**src/rtl/best_memory_ctrl_if.sv**
```systemverilog
// Signal bundle between best_memory_ctrl, the best-track memory and the readout consumer.
// The controller is the master: it drives the memory addresses and the readout stream.
interface best_memory_ctrl_if #(
    parameter int AW = 8,
    parameter int DW = 34
);
    logic          run;
    logic          l1a;
    logic [AW-1:0] l1a_delay;
    logic [AW-1:0] winsize;
    logic [AW-1:0] adw;
    logic          we;
    logic [AW-1:0] adr;
    logic [AW-1:0] adb;
    logic [AW-1:0] wblock;
    logic          full;
    logic [DW-1:0] dr;
    logic [DW-1:0] dout;
    logic          dout_valid;
    logic          dout_ready;
    logic          dout_first;
    logic          dout_last;
    logic          busy;
    logic          ovf;
    logic          l1a_lost;

    modport master (
        input  run, l1a, l1a_delay, winsize, full, dr, dout_ready,
        output adw, we, adr, adb, wblock, dout, dout_valid, dout_first, dout_last,
               busy, ovf, l1a_lost
    );

    modport slave (
        output run, l1a, l1a_delay, winsize, full, dr, dout_ready,
        input  adw, we, adr, adb, wblock, dout, dout_valid, dout_first, dout_last,
               busy, ovf, l1a_lost
    );
endinterface

```
**src/rtl/best_memory_ctrl.sv**
```systemverilog
// Best-track circular buffer sequencer: per-crossing writes, L1A window queue,
// and valid/ready streaming of each window with back-pointer protection.
module best_memory_ctrl #(
    parameter int AW     = 8,
    parameter int DW     = 34,
    parameter int QDEPTH = 4
) (
    input  logic                clk,
    input  logic                rst_n,
    best_memory_ctrl_if.master  bus
);
    localparam int QW = $clog2(QDEPTH);
    localparam logic [QW:0]   QFULL  = (QW+1)'(QDEPTH);
    localparam logic [QW:0]   CONE   = (QW+1)'(1);
    localparam logic [QW-1:0] PONE   = QW'(1);
    localparam logic [AW-1:0] AONE   = AW'(1);

    typedef enum logic {IDLE, STREAM} state_e;

    state_e        state_q, state_d;
    logic [AW-1:0] adw_q, adw_d;
    logic [AW-1:0] rd_ptr_q, rd_ptr_d;
    logic [AW-1:0] rem_q, rem_d;
    logic [AW-1:0] start_q, start_d;
    logic          first_q, first_d;
    logic [AW-1:0] queue_q [QDEPTH];
    logic [QW-1:0] head_q, head_d;
    logic [QW-1:0] tail_q, tail_d;
    logic [QW:0]   count_q, count_d;
    logic          ovf_q, ovf_d;
    logic          lost_q, lost_d;

    logic          we;
    logic          pop;
    logic          push;
    logic          hs;
    logic          streaming;
    logic [AW-1:0] head_start;
    logic [AW-1:0] push_start;

    always_comb begin
        streaming  = (state_q == STREAM);
        we         = rst_n & bus.run & ~bus.full;
        hs         = streaming & bus.dout_ready;
        pop        = (state_q == IDLE) & (count_q != '0);
        // A pop frees a slot in the same cycle, so a push at full depth still lands.
        push       = rst_n & bus.l1a & ((count_q != QFULL) | pop);
        head_start = queue_q[head_q];
        push_start = adw_q - bus.l1a_delay;
    end

    always_comb begin
        adw_d  = we ? adw_q + AONE : adw_q;
        ovf_d  = ovf_q | (rst_n & bus.run & bus.full);
        lost_d = lost_q | (rst_n & bus.l1a & ~push);
        head_d = pop ? head_q + PONE : head_q;
        tail_d = push ? tail_q + PONE : tail_q;
        count_d = count_q;
        if (push & ~pop) begin
            count_d = count_q + CONE;
        end else if (pop & ~push) begin
            count_d = count_q - CONE;
        end
    end

    always_comb begin
        state_d  = state_q;
        rd_ptr_d = rd_ptr_q;
        rem_d    = rem_q;
        start_d  = start_q;
        first_d  = first_q;
        bus.adr  = rd_ptr_q;
        unique case (state_q)
            IDLE: begin
                if (pop) begin
                    bus.adr = head_start;
                    if (bus.winsize != '0) begin
                        state_d  = STREAM;
                        rd_ptr_d = head_start;
                        start_d  = head_start;
                        rem_d    = bus.winsize - AONE;
                        first_d  = 1'b1;
                    end
                end
            end
            STREAM: begin
                if (hs) begin
                    // Advance the read address now so the next word arrives without a bubble.
                    bus.adr = rd_ptr_q + AONE;
                    first_d = 1'b0;
                    if (rem_q == '0) begin
                        state_d = IDLE;
                    end else begin
                        rd_ptr_d = rd_ptr_q + AONE;
                        rem_d    = rem_q - AONE;
                    end
                end
            end
            default: state_d = IDLE;
        endcase
    end

    always_ff @(posedge clk) begin
        if (!rst_n) begin
            state_q  <= IDLE;
            adw_q    <= '0;
            rd_ptr_q <= '0;
            rem_q    <= '0;
            start_q  <= '0;
            first_q  <= 1'b0;
            head_q   <= '0;
            tail_q   <= '0;
            count_q  <= '0;
            ovf_q    <= 1'b0;
            lost_q   <= 1'b0;
        end else begin
            state_q  <= state_d;
            adw_q    <= adw_d;
            rd_ptr_q <= rd_ptr_d;
            rem_q    <= rem_d;
            start_q  <= start_d;
            first_q  <= first_d;
            head_q   <= head_d;
            tail_q   <= tail_d;
            count_q  <= count_d;
            ovf_q    <= ovf_d;
            lost_q   <= lost_d;
        end
    end

    always_ff @(posedge clk) begin
        if (push) begin
            queue_q[tail_q] <= push_start;
        end
    end

    always_comb begin
        bus.adw        = adw_q;
        bus.we         = we;
        bus.wblock     = bus.winsize;
        bus.dout       = bus.dr;
        bus.dout_valid = streaming;
        bus.dout_first = streaming & first_q;
        bus.dout_last  = streaming & (rem_q == '0);
        bus.busy       = streaming | (count_q != '0);
        bus.ovf        = ovf_q;
        bus.l1a_lost   = lost_q;
        // Oldest address still needed: active window, then queued window, then the next L1A's start.
        if (streaming) begin
            bus.adb = start_q;
        end else if (count_q != '0) begin
            bus.adb = head_start;
        end else begin
            bus.adb = adw_q - bus.l1a_delay;
        end
    end
endmodule

```
**src/flat_wrapper.sv**
```systemverilog
// flat-port wrapper written by rule: the top's interface ports become plain ports
module best_memory_ctrl_flat 
#(
    parameter int AW     = 8,
    parameter int DW     = 34,
    parameter int QDEPTH = 4
)
  (clk, rst_n, bus_run, bus_l1a, bus_l1a_delay, bus_winsize, bus_full, bus_dr, bus_dout_ready, bus_adw, bus_we, bus_adr, bus_adb, bus_wblock, bus_dout, bus_dout_valid, bus_dout_first, bus_dout_last, bus_busy, bus_ovf, bus_l1a_lost);
  best_memory_ctrl_if #(.AW(AW), .DW(DW)) bus_i ();
  input  logic clk;
  input  logic rst_n;
  input wire logic [$bits(bus_i.run)-1:0] bus_run;
  input wire logic [$bits(bus_i.l1a)-1:0] bus_l1a;
  input wire logic [$bits(bus_i.l1a_delay)-1:0] bus_l1a_delay;
  input wire logic [$bits(bus_i.winsize)-1:0] bus_winsize;
  input wire logic [$bits(bus_i.full)-1:0] bus_full;
  input wire logic [$bits(bus_i.dr)-1:0] bus_dr;
  input wire logic [$bits(bus_i.dout_ready)-1:0] bus_dout_ready;
  output wire logic [$bits(bus_i.adw)-1:0] bus_adw;
  output wire logic [$bits(bus_i.we)-1:0] bus_we;
  output wire logic [$bits(bus_i.adr)-1:0] bus_adr;
  output wire logic [$bits(bus_i.adb)-1:0] bus_adb;
  output wire logic [$bits(bus_i.wblock)-1:0] bus_wblock;
  output wire logic [$bits(bus_i.dout)-1:0] bus_dout;
  output wire logic [$bits(bus_i.dout_valid)-1:0] bus_dout_valid;
  output wire logic [$bits(bus_i.dout_first)-1:0] bus_dout_first;
  output wire logic [$bits(bus_i.dout_last)-1:0] bus_dout_last;
  output wire logic [$bits(bus_i.busy)-1:0] bus_busy;
  output wire logic [$bits(bus_i.ovf)-1:0] bus_ovf;
  output wire logic [$bits(bus_i.l1a_lost)-1:0] bus_l1a_lost;
  assign bus_i.run = bus_run;
  assign bus_i.l1a = bus_l1a;
  assign bus_i.l1a_delay = bus_l1a_delay;
  assign bus_i.winsize = bus_winsize;
  assign bus_i.full = bus_full;
  assign bus_i.dr = bus_dr;
  assign bus_i.dout_ready = bus_dout_ready;
  assign bus_adw = bus_i.adw;
  assign bus_we = bus_i.we;
  assign bus_adr = bus_i.adr;
  assign bus_adb = bus_i.adb;
  assign bus_wblock = bus_i.wblock;
  assign bus_dout = bus_i.dout;
  assign bus_dout_valid = bus_i.dout_valid;
  assign bus_dout_first = bus_i.dout_first;
  assign bus_dout_last = bus_i.dout_last;
  assign bus_busy = bus_i.busy;
  assign bus_ovf = bus_i.ovf;
  assign bus_l1a_lost = bus_i.l1a_lost;
  best_memory_ctrl #(.AW(AW), .DW(DW), .QDEPTH(QDEPTH)) u_core (.clk(clk), .rst_n(rst_n), .bus(bus_i));
endmodule
```
**config.mk**
```make
export PLATFORM = sky130hd
export DESIGN_NAME = best_memory_ctrl_flat
export DESIGN_NICKNAME = d
export VERILOG_FILES = /design/src/rtl/best_memory_ctrl_if.sv /design/src/rtl/best_memory_ctrl.sv /design/src/flat_wrapper.sv
export SDC_FILE = /design/constraint.sdc
export NUM_CORES = 1
export LEC_CHECK = 0
export ABC_AREA = 1
export BUFFER_PORTS_ARGS = -buffer_cell sky130_fd_sc_hd__buf_2
export CAP_MARGIN = 20
export CELL_PAD_IN_SITES_DETAIL_PLACEMENT = 1
export CELL_PAD_IN_SITES_GLOBAL_PLACEMENT = 1
export CORE_UTILIZATION = 30
export DETAILED_ROUTE_END_ITERATION = 8
export PLACE_DENSITY = 0.63
export SYNTH_ARGS = -nofsm -noshare
export SYNTH_HDL_FRONTEND = slang
export SYNTH_SLANG_ARGS = --single-unit
```
**constraint.sdc**
```tcl
create_clock -name clk -period 3.77 [get_ports clk]
set_clock_uncertainty 0.1 [all_clocks]
set_input_delay 0.377 -clock clk [delete_from_list [all_inputs] [get_ports clk]]
set_output_delay 0.377 -clock clk [all_outputs]
set_load 0.02 [all_outputs]
```
==> results.tsv <==
stage	metric	value	unit
final_layout	commonest non-fill, non-tap cell in the layout	nand2_1	
timing	crit share post-route	75.8	%
yosys	ys flop type	dfxtp_1	
clocking	Worst-path clk slew	0.05	ns
clocking	CTS Buf Count	9	
floorplanning	initial core utilization	30.7	%
timing	Worst-Margin Slew	0.899	ns
clocking	CTS root buf	clkbuf_16	
yosys	Avg Inst Size Synth	7.30	sq um
final_layout	Fillers	1902	
run	total of max-cap violations	0	
critical_path	WS Path Type	reg2out	
detailed_routing	Wirelength per Cell	14.6	um
power_and_ir_drop	cell area power density	807	mW/mm^2
detailed_routing	final antenna-violating net count	0	
final_layout	FF/Latch Area	0.00186	sq mm
global_routing	largest net degree at the start of global routing	33	
place	post-detail-place hpwl	9.38	mm
clocking	CTS hold repair buffers	0	
clocking	post-CTS sizing	0	
floorplanning	chip width	127	um
run_status	run status	complete, no violations	
floorplanning	Die ar.	0.0160	sq mm
yosys	FFs w/ async S/R, synth	0	%
timing	final hold vios	0	
detailed_routing	DRT Wirelength	12.3	mm
timing	total negative slack	0	ns
final_layout	Synth-to-Final Area Change	9.28	%
yosys	syn nets	710	
critical_path	maximum fanout along the worst path	5	
critical_path	Critical Path End Type	output port	
timing	fmax	350	MHz
clocking	Clock Tree Buf Depth	2	
detailed_routing	DR DRC count	0	
detailed_routing	routed vias/inst	4.71	
final_layout	Nets	725	
critical_path	worst path required time	3.29	ns
clocking	TritonCTS clock tree	done	
yosys	Gate Count Post-Synth	637	
timing	min Tclk post-route	2.86	ns
yosys	flops & latches, synth	77	
yosys	Post-Syn Area	0.00465	sq mm
final_layout	Layout Utilization	33.6	%
yosys	YS warnings	0	
yosys	synth unique cells	37	
hold_path	Worst Hold Class	in2reg	
final_layout	most frequent cells in the layout	191 x nand2_1, 76 x inv_1, 72 x nor2_1	
floorplanning	# IOs	129	
final_layout	n_diodes	0	
clocking	number of H-tree levels	3	
detailed_routing	1st-iter DRT viols	221	
global_routing	initial antenna violation count	0	
power_and_ir_drop	LEAKAGE	2.43	nW
yosys	share of the synthesized area in the top cell type	20.7	%
yosys	top cell type by total area after synthesis	edfxtp_1	
clocking	Clock Sinks	77	
clocking	Skew-Pair Late Insertion Delay	0.34	ns
floorplanning	row cnt	45	
place	GP Congestion	0.796	
final_layout	Multi-input gate area	0.00208	sq mm
place	port bufs	60	
critical_path	CP Launch Type	flip-flop	
detailed_routing	Pre-antenna DRT Iters	4	
timing	Slew headroom	39.8	%
global_routing	vias in the first global route	4113	
timing	Final Slew Violations	0	
critical_path	Slowest cell on crit path	fa_1	
floorplanning	CORE AREA	0.0151	sq mm
yosys	sequential share of the synthesized area	40.0	%
yosys	leading post-synthesis cells by cell area	edfxtp_1 21%, dfxtp_1 19%, nand2_1 15%	
critical_path	crit-path cells	inv_1, ha_1, inv_1, fa_1, nand3_1, nand2_1, xor2_1, nand2_1, nand3_1, buf_2	
final_layout	share of layout cells above drive strength 1	14.5	%
critical_path	critical path arrival	2.38	ns
global_routing	grt total ovfl	0	
critical_path	kind of cell adding the most delay to the critical path	adder cells	
floorplanning	die height	127	um
critical_path	worst path bufs/invs	3	
detailed_routing	Vias	3979	
yosys	Post-synth EDFFs	32	
critical_path	Slowest Stage Delay on Critical Path	0.41	ns
timing	RSZ-0062 raised after global routing	false	
clocking	Post-CTS Setup Bufs	0	
timing	final setup vio count	0	
global_routing	total track usage	16.4	%
power_and_ir_drop	maximum vdd drop	313	uV
global_routing	first-pass GRT wire length	20.4	mm
==> per-layer routing <==
metal / wire length, um / track usage, %
met1: 5730 / 19.9
met2: 5940 / 28.4
met3: 490 / 4.22
met4: 156 / 4.89
met5: 0 / 0
==> cells by family (layout without fill, tap and decap cells) <==
logic type | after synthesis | after routing | synth area share [%]
buffers and inverters | 137 | 157 | 15.2
and+or+nand+nor | 326 | 326 | 29.5
adders and majority gates | 17 | 17 | 4.89
xor gates and xnor gates | 8 | 8 | 1.51
AOI/OAI and AO/OA | 72 | 72 | 8.87
DFF | 77 | 77 | 40.0
==> stage by stage <==
| stage | instances | area, sq um | total power, mW | hold WS, ns | setup slack, ns |
|---|---|---|---|---|---|
| 6_report | 845 | 5080 | 4.10 | 0.189 | 0.913 |
| 4_1_cts | 845 | 5080 | 4.18 | 0.173 | 0.835 |
| 5_1_grt | 845 | 5080 | 4.45 | 0.205 | 0.721 |
| 3_5_place_dp | 829 | 4790 | 3.28 | 0.354 | 1.05 |
| 3_3_place_gp | 829 | 4790 | 3.21 | 0.345 | 1.16 |
| 2_1_floorplan | 637 | 4650 | 2.75 | 0.346 | 1.61 |
==> cells in the mapped netlist (all sizes together) (2+ instances only) <==
library cell and count:
nand2 197, inv 79, nor2 79, buf 52, dfxtp 45, nand3 36, edfxtp 32, a21oi 27
o21ai 25, ha 15, o211ai 13, xor2 8, clkbuf 6, nand4 4, and2 3, a31oi 2
fa 2, nand3b 2, nor3 2
==> flip-flops by register name (all words and copies together), names as in the netlist, named ones only <==
register               count
u_core.bus.l1a_lost        1
u_core.bus.dout_valid      1
u_core.bus.ovf             1
u_core.rd_ptr_q            8
u_core.queue_q            32
u_core.first_q             1
u_core.start_q             8
u_core.rem_q               8
u_core.tail_q              2
u_core.count_q             3
u_core.head_q              2
u_core.bus.adw             8
==> path summary, 6_finish.rpt <==
check / from / end / slack, ns / cells past startpoint
worst max-delay path: u_core.bus.adw[0] / bus_adb[4] / 0.91 / 10
worst min-delay path: bus_run / u_core.bus.ovf / 0.19 / 3
worst max register to register: u_core.bus.dout_valid / u_core.count_q[2] / 1.11 / 9
worst min register to register: u_core.bus.l1a_lost / u_core.bus.l1a_lost / 0.37 / 2
==> area by class of cell <==
type | instances | area share [%]
sequential | 77 | 36.6
tap | 188 | 4.63
multi-input combinational | 423 | 41.0
timing repair buffer | 62 | 6.20
clock inverter | 2 | 0.689
clock buffer | 14 | 5.07
inverter | 79 | 5.83
==> power breakdown <==
group | switching [mW] | internal [mW] | total, mW
combinational | 1.42 | 0.619 | 2.04
clock | 0.335 | 0.538 | 0.874
sequential | 0.155 | 1.04 | 1.19
==> tightest hold or removal path: cells and delay by family <==
family | cells | cell delay (ns)
simple gates | 1 | 0.07
compound gates | 1 | 0.06
buf+inv | 1 | 0.09
Power figures use the tool's default switching activity.
